[config.mk]
export PLATFORM = sky130hd
export DESIGN_NAME = ndn_lookup_arbiter
export DESIGN_NICKNAME = d
export VERILOG_FILES = /design/src/rtl/ndn_pkg.sv /design/src/rtl/ndn_rr_arbiter2.sv /design/src/rtl/ndn_lookup_arbiter.sv
export SDC_FILE = /design/constraint.sdc
export NUM_CORES = 1
export LEC_CHECK = 0
export BUFFER_PORTS_ARGS = -buffer_cell sky130_fd_sc_hd__buf_2
export CORE_AREA = 3 3 139 141
export CTS_CLUSTER_DIAMETER = 80
export CTS_CLUSTER_SIZE = 16
export DETAILED_ROUTE_END_ITERATION = 8
export DIE_AREA = 0 0 142 144
export GPL_TIMING_DRIVEN = 0
export PLACE_DENSITY = 0.65
export RECOVER_POWER = 25
export SLEW_MARGIN = 10
export SYNTH_ARGS = -nofsm -noshare
export SYNTH_HDL_FRONTEND = slang
export SYNTH_HIERARCHICAL = 1
export SYNTH_SLANG_ARGS = --single-unit
[constraint.sdc]
create_clock -name clk -period 1.5 [get_ports clk]
set_input_delay 0.075 -clock clk [delete_from_list [all_inputs] [get_ports clk]]
set_output_delay 0.075 -clock clk [all_outputs]
set_load 0.05 [all_outputs]
[src/rtl/ndn_pkg.sv]
// ============================================================================
//  Package     : ndn_pkg
//  Description : Shared types and constants for the ndn lookup arbiter:
//                sequencer state encoding, requester ids, default widths.
//  Revision    : 1.0 - initial release
// ============================================================================
`default_nettype none

package ndn_pkg;

    // Sequencer states of the lookup arbiter
    typedef enum logic [1:0] {
        ST_IDLE    = 2'd0,
        ST_ISSUE   = 2'd1,
        ST_WAIT    = 2'd2,
        ST_RESPOND = 2'd3
    } ndn_state_t;

    // Requester ids (also the encoding of rsp_dest)
    localparam logic REQ_MCU = 1'b0;
    localparam logic REQ_IF  = 1'b1;

    // Default datapath widths
    localparam int DEF_PREFIX_W  = 64;
    localparam int DEF_LEN_W     = 5;
    localparam int DEF_CONTENT_W = 64;
    localparam int DEF_CLEN_W    = 8;

endpackage : ndn_pkg

`default_nettype wire

[src/rtl/ndn_rr_arbiter2.sv]
// ============================================================================
//  Module      : ndn_rr_arbiter2
//  Description : Two-way round-robin grant. A lone requester always wins;
//                on a tie the requester that did not win last time wins.
//                Ready is combinational and only raised while enabled.
//  Revision    : 1.0 - initial release
// ============================================================================
`default_nettype none

module ndn_rr_arbiter2
    import ndn_pkg::*;
(
    input  logic clk,
    input  logic rst,
    input  logic i_enable,
    input  logic i_valid_mcu,
    input  logic i_valid_if,
    output logic o_ready_mcu,
    output logic o_ready_if,
    output logic o_winner,
    output logic o_accept
);

    logic r_last_grant;
    logic w_winner;
    logic w_accept;

    // Pick the winner and raise ready only for it while enabled
    always_comb begin
        if (i_valid_mcu && i_valid_if) begin
            w_winner = ~r_last_grant;
        end else if (i_valid_if) begin
            w_winner = REQ_IF;
        end else begin
            w_winner = REQ_MCU;
        end
        w_accept    = i_enable && (i_valid_mcu || i_valid_if);
        o_ready_mcu = w_accept && (w_winner == REQ_MCU);
        o_ready_if  = w_accept && (w_winner == REQ_IF);
        o_winner    = w_winner;
        o_accept    = w_accept;
    end

    // Remember who was granted; reset favours the MCU on the first tie
    always_ff @(posedge clk) begin
        if (rst) begin
            r_last_grant <= REQ_IF;
        end else if (w_accept) begin
            r_last_grant <= w_winner;
        end
    end

endmodule : ndn_rr_arbiter2

`default_nettype wire

[src/rtl/ndn_lookup_arbiter.sv]
// ============================================================================
//  Module      : ndn_lookup_arbiter
//  Description : Shares one ndn prefix-lookup core between the MCU-side and
//                interface-side SPI front ends. Grants round-robin, drives
//                the core prefix/len, strobes core_out_bit for one cycle,
//                waits for core_done and returns the result to the winner.
//                Optional macro NDN_ARB_TIMEOUT_EN adds a WAIT-state abort
//                after TIMEOUT_CYCLES cycles without core_done.
//  Revision    : 1.0 - initial release
// ============================================================================
`default_nettype none

module ndn_lookup_arbiter
    import ndn_pkg::*;
#(
    parameter int PREFIX_W       = DEF_PREFIX_W,
    parameter int LEN_W          = DEF_LEN_W,
    parameter int CONTENT_W      = DEF_CONTENT_W,
    parameter int CLEN_W         = DEF_CLEN_W,
    parameter int TIMEOUT_CYCLES = 1023
) (
    input  logic                 clk,
    input  logic                 rst,
    input  logic                 mcu_req_valid,
    output logic                 mcu_req_ready,
    input  logic [PREFIX_W-1:0]  mcu_prefix,
    input  logic [LEN_W-1:0]     mcu_len,
    input  logic                 if_req_valid,
    output logic                 if_req_ready,
    input  logic [PREFIX_W-1:0]  if_prefix,
    input  logic [LEN_W-1:0]     if_len,
    output logic [PREFIX_W-1:0]  core_prefix,
    output logic [LEN_W-1:0]     core_len,
    output logic                 core_out_bit,
    input  logic                 core_done,
    input  logic [CONTENT_W-1:0] core_content,
    input  logic [CLEN_W-1:0]    core_content_len,
    output logic                 rsp_valid,
    input  logic                 rsp_ready,
    output logic                 rsp_dest,
    output logic [CONTENT_W-1:0] rsp_content,
    output logic [CLEN_W-1:0]    rsp_content_len,
    output logic                 rsp_timeout
);

    // A zero timeout would make the WAIT abort meaningless
    generate
        if (TIMEOUT_CYCLES < 1) begin : g_bad_timeout_cfg
            $error("ndn_lookup_arbiter: TIMEOUT_CYCLES must be at least 1");
        end
    endgenerate

    ndn_state_t r_state;
    ndn_state_t w_state_nxt;

    logic w_idle;
    logic w_winner;
    logic w_accept;
    logic w_done_take;
    logic w_timeout_hit;

    assign w_idle      = (r_state == ST_IDLE);
    // core_done is only meaningful while the core is actually working
    assign w_done_take = (r_state == ST_WAIT) && core_done;

    ndn_rr_arbiter2 u_rr_arbiter2 (
        .clk         (clk),
        .rst         (rst),
        .i_enable    (w_idle),
        .i_valid_mcu (mcu_req_valid),
        .i_valid_if  (if_req_valid),
        .o_ready_mcu (mcu_req_ready),
        .o_ready_if  (if_req_ready),
        .o_winner    (w_winner),
        .o_accept    (w_accept)
    );

`ifdef NDN_ARB_TIMEOUT_EN
    localparam int c_CNT_W = (TIMEOUT_CYCLES > 1) ? $clog2(TIMEOUT_CYCLES + 1) : 1;

    logic [c_CNT_W-1:0] r_wait_cnt;
    logic               r_rsp_timeout;

    // Counts WAIT cycles; cleared in ISSUE so it starts at zero on WAIT entry
    always_ff @(posedge clk) begin
        if (rst) begin
            r_wait_cnt <= '0;
        end else if (r_state == ST_ISSUE) begin
            r_wait_cnt <= '0;
        end else if (r_state == ST_WAIT) begin
            r_wait_cnt <= r_wait_cnt + 1'b1;
        end
    end

    // Abort on the last allowed WAIT cycle; a simultaneous core_done wins
    assign w_timeout_hit = (r_state == ST_WAIT) && !core_done &&
                           (r_wait_cnt == c_CNT_W'(TIMEOUT_CYCLES - 1));

    // Flags whether the pending response is an abort or a real result
    always_ff @(posedge clk) begin
        if (rst) begin
            r_rsp_timeout <= 1'b0;
        end else if (w_done_take) begin
            r_rsp_timeout <= 1'b0;
        end else if (w_timeout_hit) begin
            r_rsp_timeout <= 1'b1;
        end
    end

    assign rsp_timeout = r_rsp_timeout;
`else
    assign w_timeout_hit = 1'b0;
    assign rsp_timeout   = 1'b0;
`endif

    // State register
    always_ff @(posedge clk) begin
        if (rst) begin
            r_state <= ST_IDLE;
        end else begin
            r_state <= w_state_nxt;
        end
    end

    // Next-state logic
    always_comb begin
        w_state_nxt = r_state;
        case (r_state)
            ST_IDLE: begin
                if (w_accept) begin
                    w_state_nxt = ST_ISSUE;
                end
            end
            ST_ISSUE: begin
                w_state_nxt = ST_WAIT;
            end
            ST_WAIT: begin
                if (w_done_take || w_timeout_hit) begin
                    w_state_nxt = ST_RESPOND;
                end
            end
            ST_RESPOND: begin
                if (rsp_ready) begin
                    w_state_nxt = ST_IDLE;
                end
            end
            default: begin
                w_state_nxt = ST_IDLE;
            end
        endcase
    end

    // State-decoded outputs: start strobe and response valid
    always_comb begin
        core_out_bit = (r_state == ST_ISSUE);
        rsp_valid    = (r_state == ST_RESPOND);
    end

    // Request capture on accept and result capture at the end of WAIT
    always_ff @(posedge clk) begin
        if (rst) begin
            core_prefix     <= '0;
            core_len        <= '0;
            rsp_dest        <= 1'b0;
            rsp_content     <= '0;
            rsp_content_len <= '0;
        end else begin
            if (w_accept) begin
                core_prefix <= (w_winner == REQ_IF) ? if_prefix : mcu_prefix;
                core_len    <= (w_winner == REQ_IF) ? if_len    : mcu_len;
                rsp_dest    <= w_winner;
            end
            if (w_done_take) begin
                rsp_content     <= core_content;
                rsp_content_len <= core_content_len;
            end else if (w_timeout_hit) begin
                rsp_content     <= '0;
                rsp_content_len <= '0;
            end
        end
    end

endmodule : ndn_lookup_arbiter

`default_nettype wire

==> summary.md, run 1 <==
| Metric | Value |
|---|---|
| Status | `finished, violations left` |
| Failing checks | `setup timing` |
| Vias post-DR | `6670` |
| Cell taking the most area after synthesis | `dfxtp_1` |
| Die width | `142 um` |
| Endpoint class of the critical path | `flip-flop` |
| Placed Cells | `1243` |
| Slowest cell on the critical path | `dfxtp_4` |
| # fillers | `1575` |
| Syn Area/Cell | `9.10 um2` |
| Ys Warns | `6` |
| Most common cell after layout, fill and taps aside | `buf_2` |
| Unique masters post-synth | `24` |
| Vias in the first global route | `6758` |
| Largest stage delay on the critical path | `0.35 ns` |
| CTS tree | `built` |
| Clk buf depth | `2` |
| Slew Viols, Final | `0` |
| Largest net degree at the start of global routing | `17` |
| First-pass DRT Iterations | `4` |
| Multi-input logic area | `2810 um2` |
| Post-route core utilization | `57.8%` |
| Fin. Hold Viols | `0` |
| Compound-Gate Fraction of Synth Area | `between 15 and 20%` |
| WL/cell | `16.5 um` |
| Synth Area in XOR/XNOR | `0%` |
| Max Cap Violations | `0` |
| Area share of the largest cell type after synthesis | `48.8%` |
| Total length of routed wires | `approximately 24 mm` |
| DPL Wire Length | `15.8 mm` |
| Die Y | `144 um` |
| Setup CP Type | `flip-flop to flip-flop` |
| Pwr/cell area | `1730 nW/um2` |
| Total die area | `20400 um2` |
| H-Tree Depth | `4` |
| Crit Path Max Fanout | `7` |
| Most frequent cells in the layout | `302 x buf_2, 145 x nand2_1, 143 x dfxtp_1` |
| Synth Register Bits | `145` |
| Register area share after synthesis | `48.8%` |
| GRT Overall Usage | `21.3%` |
| Synth Area in Simple Gates | `14.5%` |
| RSZ-0062 raised after global routing | `true` |
| CTS Sinks | `145` |
| Global-route wire length before repair | `34.7 mm` |
| Antenna Nets Post-Route | `0` |
| CP top delay family | `buffers and inverters` |
| Layout Nets | `1402` |
| Clk root buf | `clkbuf_16` |
| Cell count after synthesis | `653` |
| Mux cell area share after synthesis | `12.0%` |
| Final count of negative-setup-slack endpoints | `4` |
| Most numerous cell on the critical path | `clkbuf_16` |
| # IOs | `approximately 360` |
| CP Cell Sequence | `inv_4, ha_4, o21a_1, buf_6, clkbuf_16, clkbuf_16, nor2_2, a211oi_1` |
| Drt via density | `4.68` |
| Area growth, synth to finish | `75.7%` |
| EDFF count, synth | `0` |
| Final instance area | `10400 um2` |
| # rows | `49` |
| Skew-Pair Late Insertion Delay | `0.42 ns` |
| Achievable Freq | `649 MHz` |
| Worst hold path class | `input pin to flip-flop` |
| Syn_nets | `between 800 and 900` |
| Worst Tran Pin Value | `0.764 ns` |
| Main area contributors after synthesis | `dfxtp_1 49%, mux2i_1 12%, nand2_1 9.2%, a211oi_1 7.5%, a21oi_1 6.1%` |
| Synth Cell Area | `between 5000 and 6000 um2` |
| Initial core utilization | `32.9%` |
| CTS clk-pin slew, worst paths | `about 0.06 ns` |
| Final worst slack | `-0.0399 ns` |
| Layout cells sized above 1 | `around 37%` |
| Final period util | `103%` |
| Initial drt markers | `167` |
| Gpl congestion | `0.793` |
| Synth Area in Adders | `1.05%` |
| Post-route DRC | `0` |
| Hold slack | `~0.017 ns` |
| Leak | `4.58 nW` |
| VDD IR-drop max | `~1200 uV` |
| PortBufs | `361` |
| GR Overflow Total | `0` |
| Startpoint Class | `flip-flop` |
| Initial antenna violation count | `1` |
| Post-DP Area | `8040 um2` |
| CORE AREA | `18100 um2` |
| Ys async rst share | `0%` |
| Non-filler cells, final | `approximately 1400` |
| Most used DFF post-synth | `dfxtp_1` |
| Minimum clock period | `1.54 ns` |
| Bufs and invs on worst path | `4` |
| Largest family of logic cells by synthesized area | `compound AO/OA/AOI/OAI gates` |
| WP data required | `around 1.8 ns` |
| Max Clock Skew | `0.0130 ns` |
| Worst EP arrival | `1.86 ns` |
| Slew headroom | `approximately 50%` |
| FF+latch area | `2910 um2` |
| CTS Buf Count | `17` |
==> flip-flops by register name (all words and copies together), names as in the netlist <==
| register | flops |
|---|---|
| core_len | 5 |
| rsp_dest | 1 |
| rsp_content_len | 8 |
| r_state | 2 |
| core_prefix | 64 |
| u_rr_arbiter2/r_last_grant | 1 |
| rsp_content | 64 |
==> kinds of logic after synthesis <==
| logic type | after synthesis |
|---|---|
| fa+ha+maj | 5 |
| compound gates | 147 |
| buf+inv | 60 |
| simple gates | 224 |
| mux | 71 |
| flops | 145 |
| other cells | 1 |
==> what timing repair did <==
item	4_1_cts	5_1_grt
gates resized for setup	33	67
hold buffers	137	2
cloned	0	6
pin swaps	0	28
endpoints found under the hold margin	106	1
buffers inserted	0	3
endpoints found under the setup margin	144	129
==> worst paths after layout <==
kind	from	cells past startpoint	slack, ns	to
max reg2reg	r_state[0]$_SDFFE_PP0P_	8	-0.04	core_prefix[39]$_SDFFE_PP0P_
max	r_state[0]$_SDFFE_PP0P_	8	-0.04	core_prefix[39]$_SDFFE_PP0P_
min reg2reg	rsp_content[22]$_SDFFE_PP0P_	2	0.45	rsp_content[22]$_SDFFE_PP0P_
min	mcu_prefix[57]	3	0.02	core_prefix[57]$_SDFFE_PP0P_
==> layer usage <==
metal | up-vias | share of wire (%) | global-route usage (%)
met3 | 42 | 8.7 | 7.54
li1 | 3298 | - | -
met1 | 3026 | 38 | 23.5
met5 | - | 0 | 0
met4 | 0 | 2.2 | 7.17
met2 | 304 | 51 | 38.1
==> stage by stage <==
step	power [mW]	TNS (ns)	setup WS (ns)
after CTS	17.1	-0.00497	-0.00281
after detailed placement	12.3	-21.58	-0.303
after global placement	12.2	-18.31	-0.288
after floorplan	10.4	0	0.0156
after global routing	19.0	-1.64	-0.101
final	18.1	-0.0802	-0.0399
==> final cells by class <==
type | count | share of cell area [%]
Antenna cell | 1 | 0.0240
Buffer | 56 | 5.05
Clock buffer | 18 | 4.20
Clock inverter | 14 | 1.39
Inverter | 4 | 0.192
Multi-Input combinational cell | 448 | 26.9
Sequential cell | 145 | 27.9
Tap cell | 229 | 2.74
Timing Repair Buffer | 509 | 31.6
==> synth_stat cells, types with 2 or more instances <==
cell type,count
clkbuf_1,13
a211oi_1,59
buf_8,7
ha_1,5
buf_4,9
nor2_1,70
a211o_1,2
nand2b_1,2
nand2_1,146
mux2i_1,71
nor2b_1,2
dfxtp_1,145
a211oi_2,11
buf_2,19
buf_6,8
inv_1,4
a21oi_1,73
==> where the power goes <==
part           switching [mW]  internal [mW]  total, mW  leakage [nW]
combinational            5.67           3.10       8.77          3.11
clock                    1.85           2.38       4.24         0.278
sequential              0.440           4.65       5.09          1.19
==> worst reg2reg max path: stages, from the launching register on <==
cell	delay [ns]
dfxtp_4	0.35
inv_4	0.08
ha_4	0.16
o21a_1	0.14
buf_6	0.16
clkbuf_16	0.17
clkbuf_16	0.14
nor2_2	0.04
a211oi_1	0.22
Power figures use the tool's default switching activity.
==> inputs of run 2 (changes only) <==
ABC_AREA = 1   (was unset)
CORE_AREA = 3 3 141 143   (was 3 3 139 141)
DIE_AREA = 0 0 144 146   (was 0 0 142 144)
PLACE_DENSITY = unset   (was 0.65)
SETUP_SLACK_MARGIN = 0.1   (was unset)
==> run 2 against run 1 <==
- the flow still finishes with violations (setup timing)
- core utilization is essentially flat
- first-iteration DRC count grew 65%
- final area grew 3.4%
- non-clock buffer count grew 36
- power grew 6.4%
- die area grew 2.8%
- flip-flop and latch count is the same
- combinational power grew 8.0%
- largest cell class unchanged
- largest power group unchanged
==> summary.md, run 2 <==
| Metric | Value |
|---|---|
| First-pass DRT Iterations | `5` |
| Die Y | `about 150 um` |
| # fillers | `1757` |
| # IOs | `363` |
| Most frequent cells in the layout | `323 x buf_2, 167 x dlygate4sd3_1, 148 x nor2_1` |
| Top post-synthesis cells by count | `149 x nor2_1, 147 x nand2_1, 145 x dfxtp_1` |
| Status | `finished, violations left` |
| Ys Warns | `6` |
| Achievable Freq | `roughly 630 MHz` |
| Internal Power | `10.6 mW` |
| Initial drt markers | `275` |
| WP data required | `between 1.5 and 2 ns` |
| Cell count after synthesis | `807` |
| Skew-Pair Late Insertion Delay | `roughly 0.42 ns` |
| Clk buf depth | `2` |
| Main area contributors after synthesis | `dfxtp_1 48%, nor2_1 9.2%, nand2_1 9.1%, o211ai_1 7.5%, o21ai_0 6.0%` |
| Slew headroom | `56.1%` |
| Clk root buf | `clkbuf_16` |
| Worst reg2reg setup slack | `-0.08 ns` |
| Largest net degree at the start of global routing | `17` |
| Pwr/cell area | `1780 nW/um2` |
| Hold path depth | `5` |
| Min-delay src | `if_prefix[46]` |
| Final worst slack | `-0.0808 ns` |
| Register area share after synthesis | `47.6%` |
| Syn Area/Cell | `approximately 7.5 um2` |
| Minimum clock period | `around 1.6 ns` |
| Endpoint class of the critical path | `flip-flop` |
| Layout Nets | `between 1500 and 2000` |
| Vias in the first global route | `7326` |
| CTS clk-pin slew, worst paths | `0.07 ns` |
| Most used DFF post-synth | `dfxtp_1` |
| CP Cell Sequence | `inv_4, ha_4, o21ai_4, inv_2, buf_8, buf_12, clkbuf_16, o211ai_1, inv_1` |
| GRT Overall Usage | `22.1%` |
| CTS tree | `built` |
| R2R Path Start | `r_state[0]$_SDFFE_PP0P_` |
| Max Clock Skew | `0.0105 ns` |
| Crit Path Max Fanout | `9` |
| Non-filler cells, final | `1616` |
| Initial antenna violation count | `4` |
| Worst flop-to-flop path endpoint | `core_prefix[37]$_SDFFE_PP0P_` |
| Antenna Nets Post-Route | `0` |
| # rows | `50` |
| Total die area | `21000 um2` |
| Largest stage delay on the critical path | `0.36 ns` |
| Syn_nets | `1028` |
| Hold EP | `core_prefix[46]$_SDFFE_PP0P_` |
| Total length of routed wires | `24.6 mm` |
| Slew Viols, Final | `0` |
| Unique masters post-synth | `23` |
| Synth Cell Area | `6090 um2` |
| Die width | `around 140 um` |
| Synth Register Bits | `145` |
| Placed Cells | `1402` |
| Post-route core utilization | `between 50% and 60%` |
| CTS Buf Count | `17` |
| Max Cap Violations | `0` |
| Reg2Reg Depth | `9` |
| EDFF count, synth | `0` |
| GR Overflow Total | `0` |
| CTS Sinks | `between 100 and 150` |
| Combinational Power Share | `49.2%` |
| Post-route DRC | `0` |
| FF+latch area | `2910 um2` |
| Final count of negative-setup-slack endpoints | `2` |
| Gpl congestion | `0.831` |
| CORE AREA | `18700 um2` |
| Setup CP Type | `flip-flop to flip-flop` |
| Startpoint Class | `flip-flop` |
| Vias post-DR | `7413` |
| Worst Tran Pin Value | `approximately 0.66 ns` |
| Clock group share of total power | `22.7%` |
| Cell taking the most area after synthesis | `dfxtp_1` |
| Most common cell after layout, fill and taps aside | `buf_2` |
| Final period util | `105%` |
| Global-route wire length before repair | `37.2 mm` |
| Slowest cell on the critical path | `dfxtp_2` |
| Initial core utilization | `between 30% and 40%` |
| WL/cell | `15.3 um` |
| Worst EP arrival | `1.89 ns` |
| PortBufs | `between 300 and 400` |
| Share of power burned in registers | `28.1%` |
| Fin. Hold Viols | `0` |
| Failing checks | `setup timing` |
| Leak | `roughly 5.4 nW` |
| Drt via density | `around 4.6` |
| H-Tree Depth | `4` |
| Layout cells sized above 1 | `32.2%` |
| Ys async rst share | `0%` |
| Multi-input logic area | `2590 um2` |
| P_sw | `8.69 mW` |
| DPL Wire Length | `17.1 mm` |
| Regs by FF count | `core_prefix: 64 flops, rsp_content: 64 flops, rsp_content_len: 8 flops` |
| Switching share of power | `around 45%` |
| Worst hold path class | `input pin to flip-flop` |
| RSZ-0062 raised after global routing | `true` |
| VDD IR-drop max | `754 uV` |
| Area share of the largest cell type after synthesis | `~48%` |
| Area growth, synth to finish | `77.3%` |
| Most common cell in the netlist | `nor2_1` |
[run 2: layout make-up]
type	count	share of cell area [%]
antenna	2	0.0463
inverter	80	2.92
buffer	61	4.39
tap	234	2.71
multi-input combinational	522	24.0
sequential	145	26.9
clock inverter	11	1.41
timing repair buffer	540	33.4
clock buffer	21	4.17
[run 2: routing by layer]
metal,vias up,GRT usage [%],wire length [um]
met4,6,8.66,727
met2,321,39.3,12300
met1,3300,24.1,9420
li1,3729,-,-
met3,57,7.26,2170
met5,-,0,39
[run 2: per-stage QoR]
step	TNS (ns)	hold slack, ns	power (mW)	setup slack [ns]	area (um2)
2_1_floorplan	0	0.183	11.7	0.111	6110
3_3_place_gp	-10.46	0.300	13.8	-0.147	8210
3_5_place_dp	-12.23	0.317	13.9	-0.149	8210
4_1_cts	-0.0889	0.000341	18.9	-0.0171	10600
5_1_grt	-3.78	0.0197	20.3	-0.172	10800
6_report	-0.0814	0.00451	19.3	-0.0808	10800
[run 2: timing repair]
action	CTS	global route
hold buffers	167	0
endpoints found under the setup margin	146	145
setup buffers	4	3
resized for setup	29	48
endpoints found under the hold margin	131	0
pin swaps	21	38
cloned	1	5
[run 2: critical path, delay by kind of cell (launching register included)]
family	cells	cell delay, ns
DFF	1	0.36
buffers and inverters	6	0.64
AOI/OAI and AO/OA	2	0.31
adders and majority gates	1	0.17
[run 2: cell families after synthesis]
kind of cell | count (synthesis) | synth area share (%)
fa+ha+maj | 5 | 1.03
other cells | 1 | 0.0616
buf+inv | 141 | 11.3
flops | 145 | 47.6
simple gates | 370 | 24.4
compound gates | 145 | 15.6
[run 2: how the worst max path moves through the flow]
stage	slack, ns	start	endpoint	cells past startpoint
after global placement	-0.15	r_state[0]$_SDFFE_PP0P_	rsp_content[26]$_SDFFE_PP0P_	6
after CTS	-0.02	r_state[0]$_SDFFE_PP0P_	core_prefix[35]$_SDFFE_PP0P_	10
after global routing	-0.17	r_state[0]$_SDFFE_PP0P_	core_prefix[37]$_SDFFE_PP0P_	9
after floorplan	0.11	r_state[0]$_SDFFE_PP0P_	core_prefix[47]$_SDFFE_PP0P_	9
final	-0.08	r_state[0]$_SDFFE_PP0P_	core_prefix[37]$_SDFFE_PP0P_	9
after detailed placement	-0.15	r_state[0]$_SDFFE_PP0P_	rsp_content[26]$_SDFFE_PP0P_	7
[run 2: power groups by stage]
stage / clock network, mW / logic (mW) / registers (mW)
floorplan: 0 / 2.91 / 8.77
CTS: 4.48 / 9.01 / 5.38
detailed placement: 0 / 8.41 / 5.45
global placement: 0 / 8.39 / 5.40
global route: 4.65 / 10.1 / 5.51
finish: 4.38 / 9.47 / 5.41
